`src/rtl/hilo_div_ctrl.sv`:
```
// EX-stage HI/LO sequencer: issues DIV/DIVU to the multi-cycle divider, stalls while it runs,
// and captures {remainder, quotient} into HI/LO. Define HILO_FWD_EN to forward HI/LO writes same-cycle.
module hilo_div_ctrl #(
    parameter int DRAIN_CYCLES = 2
) (
    input  logic        clk,
    input  logic        rst,
    input  logic        op_valid_i,
    input  logic [2:0]  op_i,
    input  logic [31:0] rs_i,
    input  logic [31:0] rt_i,
    input  logic        flush_i,
    output logic        stall_o,
    output logic [31:0] hi_o,
    output logic [31:0] lo_o,
    output logic        div_start_o,
    output logic        div_annul_o,
    output logic        div_signed_o,
    output logic [31:0] div_op1_o,
    output logic [31:0] div_op2_o,
    input  logic [63:0] div_result_i,
    input  logic        div_ready_i
);
    localparam int CW = (DRAIN_CYCLES > 2) ? $clog2(DRAIN_CYCLES) : 1;
    localparam logic [CW-1:0] DRAIN_LOAD = CW'(DRAIN_CYCLES - 1);

    localparam logic [2:0] OP_DIV  = 3'b001;
    localparam logic [2:0] OP_DIVU = 3'b010;
    localparam logic [2:0] OP_MTHI = 3'b011;
    localparam logic [2:0] OP_MTLO = 3'b100;

    typedef enum logic [1:0] {S_IDLE, S_WAIT, S_DRAIN} state_t;

    state_t        state_q, state_d;
    logic [CW-1:0] cnt_q, cnt_d;
    logic [31:0]   hi_q, hi_d, lo_q, lo_d;
    logic [31:0]   op1_d, op2_d;
    logic          start_d, signed_d;
    logic          is_div, is_mthi, is_mtlo;

    assign is_div  = op_valid_i && (op_i == OP_DIV || op_i == OP_DIVU);
    assign is_mthi = op_valid_i && (op_i == OP_MTHI);
    assign is_mtlo = op_valid_i && (op_i == OP_MTLO);

    always_comb begin
        state_d     = state_q;
        cnt_d       = cnt_q;
        hi_d        = hi_q;
        lo_d        = lo_q;
        op1_d       = div_op1_o;
        op2_d       = div_op2_o;
        start_d     = div_start_o;
        signed_d    = div_signed_o;
        stall_o     = 1'b0;
        div_annul_o = 1'b0;
        case (state_q)
            S_IDLE: begin
                if (!flush_i) begin
                    if (is_div) begin
                        stall_o  = 1'b1;
                        op1_d    = rs_i;
                        op2_d    = rt_i;
                        signed_d = (op_i == OP_DIV);
                        start_d  = 1'b1;
                        state_d  = S_WAIT;
                    end else if (is_mthi) begin
                        hi_d = rs_i;
                    end else if (is_mtlo) begin
                        lo_d = rs_i;
                    end
                end
            end
            S_WAIT: begin
                stall_o = !div_ready_i && !flush_i;
                // Flush wins over a same-cycle ready: the result is dropped and the divider annulled.
                if (flush_i) begin
                    div_annul_o = 1'b1;
                    start_d     = 1'b0;
                    cnt_d       = DRAIN_LOAD;
                    state_d     = S_DRAIN;
                end else if (div_ready_i) begin
                    hi_d    = div_result_i[63:32];
                    lo_d    = div_result_i[31:0];
                    start_d = 1'b0;
                    state_d = S_IDLE;
                end
            end
            S_DRAIN: begin
                stall_o = is_div;
                start_d = 1'b0;
                if (!flush_i) begin
                    if (is_mthi)      hi_d = rs_i;
                    else if (is_mtlo) lo_d = rs_i;
                end
                if (cnt_q == '0) state_d = S_IDLE;
                else             cnt_d   = cnt_q - 1'b1;
            end
            default: state_d = S_IDLE;
        endcase
    end

    always_ff @(posedge clk or negedge rst) begin
        if (!rst) begin
            state_q      <= S_IDLE;
            cnt_q        <= '0;
            hi_q         <= '0;
            lo_q         <= '0;
            div_op1_o    <= '0;
            div_op2_o    <= '0;
            div_start_o  <= 1'b0;
            div_signed_o <= 1'b0;
        end else begin
            state_q      <= state_d;
            cnt_q        <= cnt_d;
            hi_q         <= hi_d;
            lo_q         <= lo_d;
            div_op1_o    <= op1_d;
            div_op2_o    <= op2_d;
            div_start_o  <= start_d;
            div_signed_o <= signed_d;
        end
    end

`ifdef HILO_FWD_EN
    assign hi_o = hi_d;
    assign lo_o = lo_d;
`else
    assign hi_o = hi_q;
    assign lo_o = lo_q;
`endif

endmodule

```
`config.mk`:
```
export PLATFORM = sky130hd
export DESIGN_NAME = hilo_div_ctrl
export DESIGN_NICKNAME = d
export VERILOG_FILES = /design/src/rtl/hilo_div_ctrl.sv
export SDC_FILE = /design/constraint.sdc
export NUM_CORES = 1
export LEC_CHECK = 0
export ABC_AREA = 1
export CORE_MARGIN = 1.5
export CORE_UTILIZATION = 23
export CTS_CLUSTER_DIAMETER = 120
export DETAILED_ROUTE_END_ITERATION = 10
export HOLD_SLACK_MARGIN = 0.12
export PLACE_DENSITY_LB_ADDON = 0.25
export SLEW_MARGIN = 20
export SYNTH_ARGS = -nofsm -noshare
export SYNTH_HDL_FRONTEND = slang
export SYNTH_SLANG_ARGS = --single-unit
export TNS_END_PERCENT = 100
```
`constraint.sdc`:
```
create_clock -name clk -period 1.5 [get_ports clk]
set_input_delay 0.3 -clock clk [delete_from_list [all_inputs] [get_ports clk]]
set_output_delay 0.3 -clock clk [all_outputs]
set_load 0.05 [all_outputs]
```
[Yosys cells after proc, flatten, opt, wreduce, memory -nomap -nowiden]
Index checks and enable logic that the tools add are counted.
Word-level totals
  register bits: 133
  bits in latches: 0
  RAM bits: 0
  ROM bits: 0
  input port bits: 136
  logic and storage cells: 74
  memories kept: 0
Operators by class
  add/sub/neg operators: 1
  $mul: 0
  div/mod/pow operators: 0
  order comparisons: 0
  eq/ne operators: 15
  shift-type cells: 0
  muxes and demuxes: 34
  bitwise gates (word level): 1
  reductions and logical operators: 15
Operators by type and width (number)
  $mux 32: 13
  $pmux 32 s3: 2
  $ne 2x2->1 const B: 8
  $mux 1: 10
  $mux 2: 5
  $reduce_and 4->1: 2
  $eq 3x2->1 const B: 2
  $pmux 1 s3: 2
  $pmux 2 s3: 1
  $reduce_and 6->1: 1
  $logic_and 1x1->1: 4
  $eq 3x1->1 const B: 1
  $eq 3x3->1 const B: 1
  $ne 3x3->1 const B: 1
  $reduce_and 3->1: 1
  $reduce_bool 3->1: 1
  $eq 2x1->1 const B: 1
  $eq 2x2->1 const B: 1
  $logic_not 1->1: 2
  $logic_not 2->1: 1
  $pmux 1 s2: 1
  $reduce_and 2->1: 1
  $reduce_bool 2->1: 1
  $logic_or 1x1->1: 1
  2 further kinds: 2

[Logic depth before layout (Yosys ltp)]
  depth in word-level cells: 7
  mapped depth: 10
  mapped depth without buffers: 9

[Worst setup path before layout]
Ideal clock, no wire load.
  path kind: flip-flop to output port
  from: register state_q[1]
  to: output stall_o
  arrival time: 1832 ps
  data required time: 1200 ps
  setup slack: -632 ps
  cell stages (with the launch flop): 9
  path through: dfrtp_1 inv_1 ha_1 inv_1 buf_2 nor3_1 o21bai_1 nor2_1 nor2_1
On the way
  word-level cells in the longest chain between the ends: 2
RTL lines
  from (decl): line 34  | state_t state_q, state_d;
  from (signal assigned): line 113  | state_q <= state_d;
  $eq 2x2->1 (tied with other cells): line 56  | case (state_q)
  $pmux 1 s3 *: line 56
  to (decl): line 13  | output logic stall_o,
Mark *: on every way between the ends. The rest lies on a longest branch, timed or not.

[Final worst setup path]
Ends and elaborated chain as after synthesis.

==> metrics.md <==
| Metric | Value |
|---|---|
| CTS tree | `yes` |
| Top Family by Delay on Critical Path | `flip-flops` |
| Setup Skew | `0.01109 ns` |
| Tmin final | `1.953 ns` |
| Most common cell in the netlist | `nand2_1` |
| Ys async rst share | `1.000` |
| Min-Delay Path Class | `in2async` |
| Worst-Skew Late Latency | `0.42 ns` |
| Initial core utilization | `0.2333` |
| Final HPWL DP | `18490 um` |
| Final hold violation count | `0` |
| TritonRoute pass-1 iters | `6` |
| Setup TNS Final | `-27.75 ns` |
| Worst setup path startpoint | `state_q[1]` |
| Synth top area cells | `dfrtp_1 48%, nand2_1 20%, o21bai_1 7.1%` |
| Max-capacitance violation count | `0` |
| Final worst slack | `-0.4532 ns` |
| Syn Area/Cell | `7.864 um^2` |
| Initial drt markers | `473` |
| Floorplan row count | `63` |
| Post-Route WL | `28980 um` |
| Post-synth EDFFs | `0` |
| Lkg Pwr | `6.284 nW` |
| Total CTS buffers | `17` |
| Psw | `0.01606 W` |
| Worst Reg-to-Reg Cells | `12` |
| Share of cells above drive strength 1 | `0.2408` |
| Comb power frac | `0.666` |
| Worst-path fanout max | `2` |
| Reg power frac | `0.205` |
| Final ANT Viol Nets | `0` |
| Total track usage | `0.1865` |
| CP required | `1.20 ns` |
| Final setup fails | `124` |
| Post-route DRC | `0` |
| CP Buf/Inv Count | `3` |
| Post-synth top flop | `dfrtp_1` |
| Slowest stage delay, CP | `0.39 ns` |
| Die area | `0.03103 mm^2` |
| Synth Register Bits | `133` |
| Critical Path AT | `1.65 ns` |
| Fin crit share | `1.302` |
| Synth cell types | `27` |
| Leading area contributor after synthesis | `dfrtp_1` |
| Startpoint types | `flop` |
| Worst-margin pin slew | `0.5233 ns` |
| Seq/Total Area, Yosys | `0.4826` |
| Clock Tree Root | `clkbuf_16` |
| Chip width | `176.2 um` |
| Largest net degree at the start of global routing | `54` |
| Routability cong. | `0.7738` |
| FF-to-FF setup slack | `-0.43 ns` |
| Fmax | `512.0 MHz` |
| Final core utilization | `0.4425` |
| Maximum VDD drop | `1.060 mV` |
| Critical Setup Path Class | `reg2out` |
| Internal | `0.01928 W` |
| YS warnings | `0` |
| Crit end category | `output pin` |
| Pwr dens | `2701 mW/mm^2` |
| Mapped Area | `0.006897 mm^2` |
| Failing checks | `setup timing` |
| Outcome | `complete, but fails checks` |
| Vias/cell | `4.416` |
| Number of port buffers | `267` |
| Antenna violations before repair | `0` |
| Clk pwr share | `0.128` |
| RR Endpoint | `lo_o[29]` |
| H-tree levels | `4` |
| Synth top area share | `0.4826` |
| RSZ-0062 raised after global routing | `yes` |
| Vias post-DR | `7003` |
| Clock transition at path regs | `0.06 ns` |
| WL per Instance | `18.27 um` |
| Num Clock Sinks | `133` |
| CP Cell Sequence | `inv_2 -> ha_4 -> inv_4 -> nor3_4 -> o21bai_1 -> nor2_2 -> nor2_4 -> buf_12` |
| Clk buf depth | `2` |
| First-pass GRT wire length | `43820 um` |
| Synthesized Nets | `1017` |
| Relative slew slack | `0.6512` |
| Ports | `268` |
| Reg2reg start | `state_q[0]` |
| Post-synth top cells | `374 x nand2_1, 133 x dfrtp_1, 79 x inv_1` |
| Sw Share | `0.4544` |
| GRT overflow | `0` |
| Worst path slowest cell | `dfrtp_1` |
| Vias in the first global route | `7127` |
| Number of diodes | `0` |
| Die Span Y | `176.2 um` |
| Slew Viols, Final | `0` |
| Area growth from synthesis to layout | `89.66%` |
| Final nets | `1324` |
| Core area | `0.02956 mm^2` |
| Post-synthesis instance total | `877` |
how the worst max path moves through the flow:
stage	to	slack (ns)	cells after the start
floorplan	stall_o	-0.23	8
global placement	stall_o	-0.41	8
detailed placement	stall_o	-0.42	8
CTS	stall_o	-0.48	8
global route	stall_o	-0.55	8
finish	stall_o	-0.45	8
routing by layer:
metal / track usage / vias to the layer above / wire (um)
met5: 0 / - / 0
met4: 0.04274 / 0 / 349
met3: 0.05663 / 19 / 1999
met2: 0.3025 / 232 / 13920
met1: 0.2425 / 3334 / 12710
li1: - / 3418 / -
logic make-up after synthesis:
logic type	count (synthesis)	synth area share
flops	133	0.4826
fa+ha+maj	4	0.007257
buf+inv	146	0.1052
simple gates	458	0.2810
compound gates	136	0.1239
placed cells by master (no fill, tap or decap), types with 2 or more instances in the layout:
cell,instances
nand3_1,2
nor2_2,3
o21bai_4,2
dfrtp_1,132
o21ai_1,46
o21bai_1,63
nand4_1,64
inv_1,75
inv_4,3
clkinvlp_4,2
clkinv_4,4
buf_8,5
nand2_1,371
nand3_4,2
clkbuf_16,21
nand2_4,3
clkinv_2,2
bufinv_16,4
ha_4,3
o21ai_0,17
nor2_4,4
buf_4,30
clkdlybuf4s50_1,133
buf_12,158
buf_6,12
inv_2,2
nand2_8,2
buf_16,9
o21ai_2,7
flip-flops by register name, indices dropped and copies added (netlist names):
signal and flops:
div_op1_o 32, div_op2_o 32, hi_o 32, lo_o 32, state_q 2, cnt_q 1, div_signed_o 1, div_start_o 1
cell type report:
cell class,instances,area (um^2)
Clock buffer,19,442.9
Clock inverter,12,180.2
Fill cell,2866,16480
Inverter,81,324.1
Multi-Input combinational cell,598,3023
Sequential cell,133,3329
Tap cell,390,488.0
Timing Repair Buffer,353,5293
power by group through the flow:
stage	combinational (W)	clock (W)	sequential (W)
6_report	0.0235	0.00454	0.00725
4_1_cts	0.0239	0.00463	0.00724
2_1_floorplan	0.00520	0	0.0122
5_1_grt	0.0249	0.00478	0.00748
3_3_place_gp	0.0209	0	0.00723
3_5_place_dp	0.0210	0	0.00729
worst reg2reg max path: cells and delay by family, from the launching register on:
kind            cells  cell delay (ns)
fa+ha+maj           1             0.18
flops               1             0.44
simple gates        5             0.43
compound gates      1             0.12
buf+inv             5             0.66
what timing repair did:
action                     in CTS  in global routing
setup endpoints to repair     131                134
hold endpoints to repair      133                  0
setup buffers                  22                  5
hold buffers                    1                  0
cloned                         14                  6
resized for setup              53                 73
pin swaps                      74                 38
through the flow:
stage	total power, W	setup slack (ns)	instances	hold WS, ns	cell area (um^2)
after detailed placement	0.02825	-0.4222	1519	0.1902	11610
after CTS	0.03581	-0.4758	1587	0.3147	13020
after floorplan	0.01736	-0.2340	877	0.004409	6975
after global routing	0.03716	-0.5522	1586	0.3283	13080
final	0.03533	-0.4532	1586	0.3159	13080
after global placement	0.02813	-0.4057	1519	0.1909	11610
Power figures use the tool's default switching activity.
